<file path="src/rtl/crc_pkg.sv">
// Shared constants, FSM state type and bit-reverse helper for the streaming CRC engine.
package crc_pkg;

  localparam logic [15:0] CRC16_IBM_POLY = 16'h8005;
  localparam logic [15:0] CRC16_INIT     = 16'hFFFF;
  localparam logic [15:0] CRC16_XOROUT   = 16'h0000;
  localparam logic [15:0] CRC16_RESIDUE  = 16'h0000;

  typedef enum logic [1:0] {
    IDLE   = 2'd0,
    FRAME  = 2'd1,
    APPEND = 2'd2
  } state_t;

  // Reverses the low w bits of v; result is right-aligned.
  function automatic logic [31:0] bit_rev32(input logic [31:0] v, input int unsigned w);
    logic [31:0] r;
    r = 32'h0000_0000;
    for (int i = 0; i < 32; i++) begin
      r[31-i] = v[i];
    end
    return r >> (32 - w);
  endfunction

endpackage

</file>
<file path="src/rtl/crc_step_comb.sv">
// One-byte combinational CRC step, register kept in normal (MSB-first) form.
module crc_step_comb
  import crc_pkg::*;
#(
  parameter int               CRC_W = 16,
  parameter logic [CRC_W-1:0] POLY  = CRC16_IBM_POLY,
  parameter bit               REFIN = 1'b1
) (
  input  logic [CRC_W-1:0] i_crc,
  input  logic [7:0]       i_byte,
  output logic [CRC_W-1:0] o_crc
);

  logic [7:0]       w_byte_rev;
  logic [7:0]       w_byte;
  logic [CRC_W-1:0] w_crc;
  logic             w_fb;

  // Reflected input feeds bit 0 first, so reverse it and keep a single MSB-first loop.
  always_comb begin
    w_byte_rev = 8'h00;
    for (int i = 0; i < 8; i++) begin
      w_byte_rev[i] = i_byte[7-i];
    end
    w_byte = REFIN ? w_byte_rev : i_byte;
    w_crc  = i_crc;
    w_fb   = 1'b0;
    for (int i = 7; i >= 0; i--) begin
      w_fb  = w_crc[CRC_W-1] ^ w_byte[i];
      w_crc = {w_crc[CRC_W-2:0], 1'b0} ^ (w_fb ? POLY : {CRC_W{1'b0}});
    end
    o_crc = w_crc;
  end

endmodule

</file>
<file path="src/rtl/crc_stream_engine.sv">
// Streaming CRC generator/checker with one-stage pass-through register.
// Optional feature: define CRC_APPEND_EN to append crc_out (LS byte first) after each eof beat.
module crc_stream_engine
  import crc_pkg::*;
#(
  parameter int               CRC_W   = 16,
  parameter int               DATA_W  = 8,
  parameter logic [CRC_W-1:0] POLY    = CRC16_IBM_POLY,
  parameter logic [CRC_W-1:0] INIT    = CRC16_INIT,
  parameter bit               REFIN   = 1'b1,
  parameter bit               REFOUT  = 1'b1,
  parameter logic [CRC_W-1:0] XOROUT  = CRC16_XOROUT,
  parameter logic [CRC_W-1:0] RESIDUE = CRC16_RESIDUE
) (
  input  logic              sclk,
  input  logic              rest,
  input  logic              s_valid,
  output logic              s_ready,
  input  logic [DATA_W-1:0] s_data,
  input  logic              s_sof,
  input  logic              s_eof,
  output logic              m_valid,
  input  logic              m_ready,
  output logic [DATA_W-1:0] m_data,
  output logic              m_eof,
  output logic              crc_valid,
  output logic [CRC_W-1:0]  crc_out,
  output logic              crc_ok,
  output logic              busy
);

  localparam int NB = DATA_W / 8;

  state_t            r_state, w_state_nxt;
  logic [CRC_W-1:0]  r_crc, r_crc_out;
  logic              r_crc_valid, r_crc_ok;
  logic              r_m_valid, r_m_eof;
  logic [DATA_W-1:0] r_m_data;
  logic              w_fire, w_m_free;
  logic [CRC_W-1:0]  w_seed, w_crc_nxt, w_final;
  logic [31:0]       w_rev_full;

  assign w_m_free = !r_m_valid || m_ready;
  assign w_fire   = s_valid && s_ready;
  assign w_seed   = (s_sof || r_state == IDLE) ? INIT : r_crc;

  for (genvar g = 0; g < NB; g++) begin : g_lane
    logic [CRC_W-1:0] w_in, w_out;
    if (g == 0) begin : g_first
      assign w_in = w_seed;
    end else begin : g_next
      assign w_in = g_lane[g-1].w_out;
    end
    crc_step_comb #(.CRC_W(CRC_W), .POLY(POLY), .REFIN(REFIN)) u_step (
      .i_crc  (w_in),
      .i_byte (s_data[8*g +: 8]),
      .o_crc  (w_out)
    );
  end

  assign w_crc_nxt  = g_lane[NB-1].w_out;
  assign w_rev_full = bit_rev32(32'(w_crc_nxt), CRC_W);
  assign w_final    = (REFOUT ? w_rev_full[CRC_W-1:0] : w_crc_nxt) ^ XOROUT;

`ifdef CRC_APPEND_EN
  localparam int APP_BEATS = CRC_W / DATA_W;
  logic [2:0] r_app_cnt;
  logic       w_app_load, w_app_last;
  assign w_app_last = (r_app_cnt == 3'(APP_BEATS - 1));
`endif

  // Next-state and accept logic.
  always_comb begin
    w_state_nxt = r_state;
`ifdef CRC_APPEND_EN
    w_app_load  = 1'b0;
`endif
    case (r_state)
      IDLE, FRAME: begin
        if (w_fire && s_eof) begin
`ifdef CRC_APPEND_EN
          w_state_nxt = APPEND;
`else
          w_state_nxt = IDLE;
`endif
        end else if (w_fire) begin
          w_state_nxt = FRAME;
        end else begin
          w_state_nxt = r_state;
        end
      end
`ifdef CRC_APPEND_EN
      APPEND: begin
        w_app_load  = w_m_free;
        w_state_nxt = (w_m_free && w_app_last) ? IDLE : APPEND;
      end
`endif
      default: w_state_nxt = IDLE;
    endcase
    s_ready = w_m_free && (r_state != APPEND);
  end

  always_ff @(posedge sclk or posedge rest) begin
    if (rest) begin
      r_state     <= IDLE;
      r_crc       <= INIT;
      r_crc_out   <= {CRC_W{1'b0}};
      r_crc_valid <= 1'b0;
      r_crc_ok    <= 1'b0;
      r_m_valid   <= 1'b0;
      r_m_data    <= {DATA_W{1'b0}};
      r_m_eof     <= 1'b0;
`ifdef CRC_APPEND_EN
      r_app_cnt   <= 3'd0;
`endif
    end else begin
      r_state     <= w_state_nxt;
      r_crc_valid <= w_fire && s_eof;
      if (w_fire) begin
        r_crc <= s_eof ? INIT : w_crc_nxt;
      end
      if (w_fire && s_eof) begin
        r_crc_out <= w_final;
        r_crc_ok  <= (w_final == RESIDUE);
      end
      // Output register: new input beat, appended CRC beat, or drain.
      if (w_m_free) begin
        if (w_fire) begin
          r_m_valid <= 1'b1;
          r_m_data  <= s_data;
`ifdef CRC_APPEND_EN
          r_m_eof   <= 1'b0;
`else
          r_m_eof   <= s_eof;
`endif
`ifdef CRC_APPEND_EN
        end else if (w_app_load) begin
          r_m_valid <= 1'b1;
          r_m_data  <= r_crc_out[r_app_cnt*DATA_W +: DATA_W];
          r_m_eof   <= w_app_last;
`endif
        end else begin
          r_m_valid <= 1'b0;
        end
      end
`ifdef CRC_APPEND_EN
      if (w_app_load) begin
        r_app_cnt <= w_app_last ? 3'd0 : r_app_cnt + 3'd1;
      end
`endif
    end
  end

  assign m_valid   = r_m_valid;
  assign m_data    = r_m_data;
  assign m_eof     = r_m_eof;
  assign crc_valid = r_crc_valid;
  assign crc_out   = r_crc_out;
  assign crc_ok    = r_crc_ok;
  assign busy      = (r_state != IDLE);

endmodule
</file>
<file path="config.mk">
export PLATFORM = sky130hd
export DESIGN_NAME = crc_stream_engine
export DESIGN_NICKNAME = d
export VERILOG_FILES = /design/src/rtl/crc_pkg.sv /design/src/rtl/crc_step_comb.sv /design/src/rtl/crc_stream_engine.sv
export SDC_FILE = /design/constraint.sdc
export NUM_CORES = 1
export LEC_CHECK = 0
export BUFFER_PORTS_ARGS = -buffer_cell sky130_fd_sc_hd__buf_2
export CORE_MARGIN = 5
export CORE_UTILIZATION = 30
export CTS_CLUSTER_DIAMETER = 200
export CTS_CLUSTER_SIZE = 25
export DETAILED_ROUTE_END_ITERATION = 12
export GPL_TIMING_DRIVEN = 1
export PLACE_DENSITY = 0.5
export REMOVE_ABC_BUFFERS = 1
export SYNTH_ARGS = -nofsm -noshare
export SYNTH_HDL_FRONTEND = slang
export SYNTH_SLANG_ARGS = --single-unit
</file>
<file path="constraint.sdc">
create_clock -name sclk -period 3.2 [get_ports sclk]
set_input_delay 0.32 -clock sclk [delete_from_list [all_inputs] [get_ports sclk]]
set_output_delay 0.32 -clock sclk [all_outputs]
set_load 0.05 [all_outputs]
</file>
==> impl_metrics.tcl <==
set metrics [dict create \
    grt-ovfl-total 0 \
    synthTopCellsByArea "dfrtp_1 33%, dfstp_2 19%, xnor2_1 8.8%" \
    wire_per_inst_um 14.3 \
    path_max_fanout 24 \
    die_area_um2 9150 \
    hold_ws_ns 0.231 \
    syn_inst 227 \
    crit_slowest_cell "and2_1" \
    fmax_mhz 395 \
    area_growth_pct 17.1 \
    yosysWarningCount 0 \
    setup_viol_count_final 0 \
    p_comb_frac 0.373 \
    drive_gt1_frac 0.267 \
    p_per_area_nw_per_um2 693 \
    ys_ff_latch 45 \
    slowest_delay_ns 0.78 \
    clock-skew-final_ns 0.00688 \
    antenna_found_initial 0 \
    switching_share 0.412 \
    crit_start "m_valid$_DFFE_PP0N_" \
    clockBufferDepth 2 \
    path_clk_slew_ns 0.09 \
    postCtsSetupRepairBufs 0 \
    rsz0062_at_grt "false" \
    track_usage 0.125 \
    grt_pass1_vias 1644 \
    synth_top_cell_by_area "dfrtp_1" \
    maxSlewViolCount 0 \
    synth-main-ff-cell "dfrtp_1" \
    synthArstFlopShare 1.00 \
    ios 44 \
    cts_buffers 5 \
    cts_tree "done" \
    synth_edf_count 0 \
    num_rows 31 \
    path_class "reg2reg" \
    p_int_uw 1050 \
    grt_use_met2 0.185 \
    initial_utilization 0.305 \
    synth.yosys.seq_area_share 0.520 \
    slew_headroom 0.359 \
    synth_cell_types 32 \
    root_buffer "clkbuf_8" \
    htreeDepth 2 \
    ant_nets 0 \
    r2r_slack_ns 0.67 \
    cts.sinks 45 \
    reg2reg_from "m_valid$_DFFE_PP0N_" \
    viasPerCell 4.42 \
    dp.cells 357 \
    p_leak_uw 0.00116 \
    core_um2 7210 \
    finalPower_uw 1790 \
    finalHoldViolations 0 \
    setup_tns_ns 0 \
    clk_latency_ns 0.29 \
    grt_max_degree 46 \
    crit_path_end_kind "register" \
    die_y_um 95.7 \
    portBuffers 43 \
    hold_class "in2async" \
    power.share.clock 0.195 \
    synth_top_area_frac 0.330 \
    vias 1613 \
    min_period_ns 2.53 \
    grt_pass1_wl_um 8600 \
    die_w_um 95.7 \
    ctsHoldBuffers 0 \
    syn_area_um2 2200 \
    crit_top_cell "nand2_1" \
    worstMarginPinSlew_ns 0.962 \
    drc 0 \
    use_met3 0.0403 \
    cts_resized 0 \
    gp_congestion 0.770 \
    arrival_ns 2.69 \
    busiest_layer "met2" \
    start_kind "register" \
    cp_cell_sequence "nand2b_1, and2_1, nand2_1, buf_4, nand2_1, o21ai_0" \
    switchingPower_uw 736 \
    drt_pass1_iterations 4 \
    dr.first_iter.drc_count 101 \
    diodes 0 \
    dp_slack_ns 0.590 \
    final_nets 279 \
    outcome "finished, final reports clean" \
    critPathRequiredTime_ns 3.36 \
    layout_setup_ws_ns 0.668 \
    avgSynthCellArea_um2 9.70 \
    ir_drop_mv 0.317 \
    grtUsageMet1 0.176 \
    power_frac_seq 0.431 \
    fin_cells 365 \
    dp_hpwl_um 3730 \
    fin_crit_sh 0.791 \
    drv_cap 0 \
    routed_wl_um 5210 \
]
-- stage by stage --
stage	cell area [µm²]	util
3_3_place_gp	2490	0.346
5_1_grt	2580	0.357
4_1_cts	2580	0.357
2_1_floorplan	2140	-
3_5_place_dp	2490	0.346
6_report	2580	0.357
-- kinds of logic (layout without fill, tap and decap cells) --
| family | after synthesis | in the layout | synth area share |
|---|---|---|---|
| AOI/OAI and AO/OA | 38 | 38 | 0.102 |
| xor gates and xnor gates | 37 | 37 | 0.172 |
| buffers and inverters | 16 | 55 | 0.0312 |
| DFF | 45 | 45 | 0.520 |
| muxes | 2 | 2 | 0.00966 |
| and+or+nand+nor | 89 | 89 | 0.165 |
-- sequential cells by signal, summed over array words and instances (netlist names) --
name and count:
crc_ok 1, crc_out 16, crc_valid 1, m_data 8, m_eof 1, m_valid 1, r_crc 16, r_state 1
-- cell usage after synthesis, drive strengths merged, types with 2 or more instances --
| master | n |
|---|---|
| a21oi | 12 |
| buf | 4 |
| clkbuf | 10 |
| dfrtp | 29 |
| dfstp | 16 |
| inv | 2 |
| nand2 | 50 |
| nand2b | 4 |
| nand4 | 2 |
| nor2 | 27 |
| nor4 | 2 |
| o21ai | 15 |
| o22a | 5 |
| xnor2 | 24 |
| xnor3 | 2 |
| xor2 | 11 |
-- per-layer routing --
layer | routed length, µm | part of all wire
met5 | 0 | 0
met4 | 33 | 0.0063
met3 | 234 | 0.045
met2 | 2350 | 0.45
met1 | 2590 | 0.50
-- power groups by stage --
stage	combinational, µW	sequential, µW	clock [µW]
final	667	771	349
after global routing	723	788	397
after CTS	679	773	365
after detailed placement	679	782	0
after global placement	673	783	0
after floorplan	269	1010	0
-- worst paths after layout --
check                                           to  depth (start not counted)
setup / recovery           crc_out[11]$_DFFE_PP0P_                          6
hold / removal             crc_out[15]$_DFFE_PP0P_                          2
setup reg to reg           crc_out[11]$_DFFE_PP0P_                          6
hold reg to reg             crc_out[2]$_DFFE_PP0P_                          2
max in group asynchronous   crc_out[6]$_DFFE_PP0P_                          2
min in group sclk              m_valid$_DFFE_PP0N_                          2
-- cell type report --
type / count / area (µm²)
multi-input cells: 166 / 987
well taps: 99 / 124
clock buffers: 7 / 76.3
inverters: 2 / 7.51
repair buffers: 45 / 230
flip-flops and latches: 45 / 1150
clock inverters: 1 / 7.51
fillers: 784 / 4640
-- critical path, delay by kind of cell (launching register included) --
family / cells / cell delay (ns)
and+or+nand+nor: 4 / 1.56
DFF: 1 / 0.38
buffers and inverters: 1 / 0.36
AOI/OAI and AO/OA: 1 / 0.08
-- cells in the final DEF, fill, tap and decap left out, drive strengths merged, types with 2 or more instances in the layout --
cell type  Yosys  final
a21oi         12     12
buf            4     45
clkbuf        10      7
dfrtp         29     29
dfstp         16     16
inv            2      2
nand2         50     50
nand2b         4      4
nand4          2      2
nor2          27     27
nor4           2      2
o21ai         15     15
o22a           5      5
xnor2         24     24
xnor3          2      2
xor2          11     11
No activity file was read; power rests on OpenSTA's default activity.
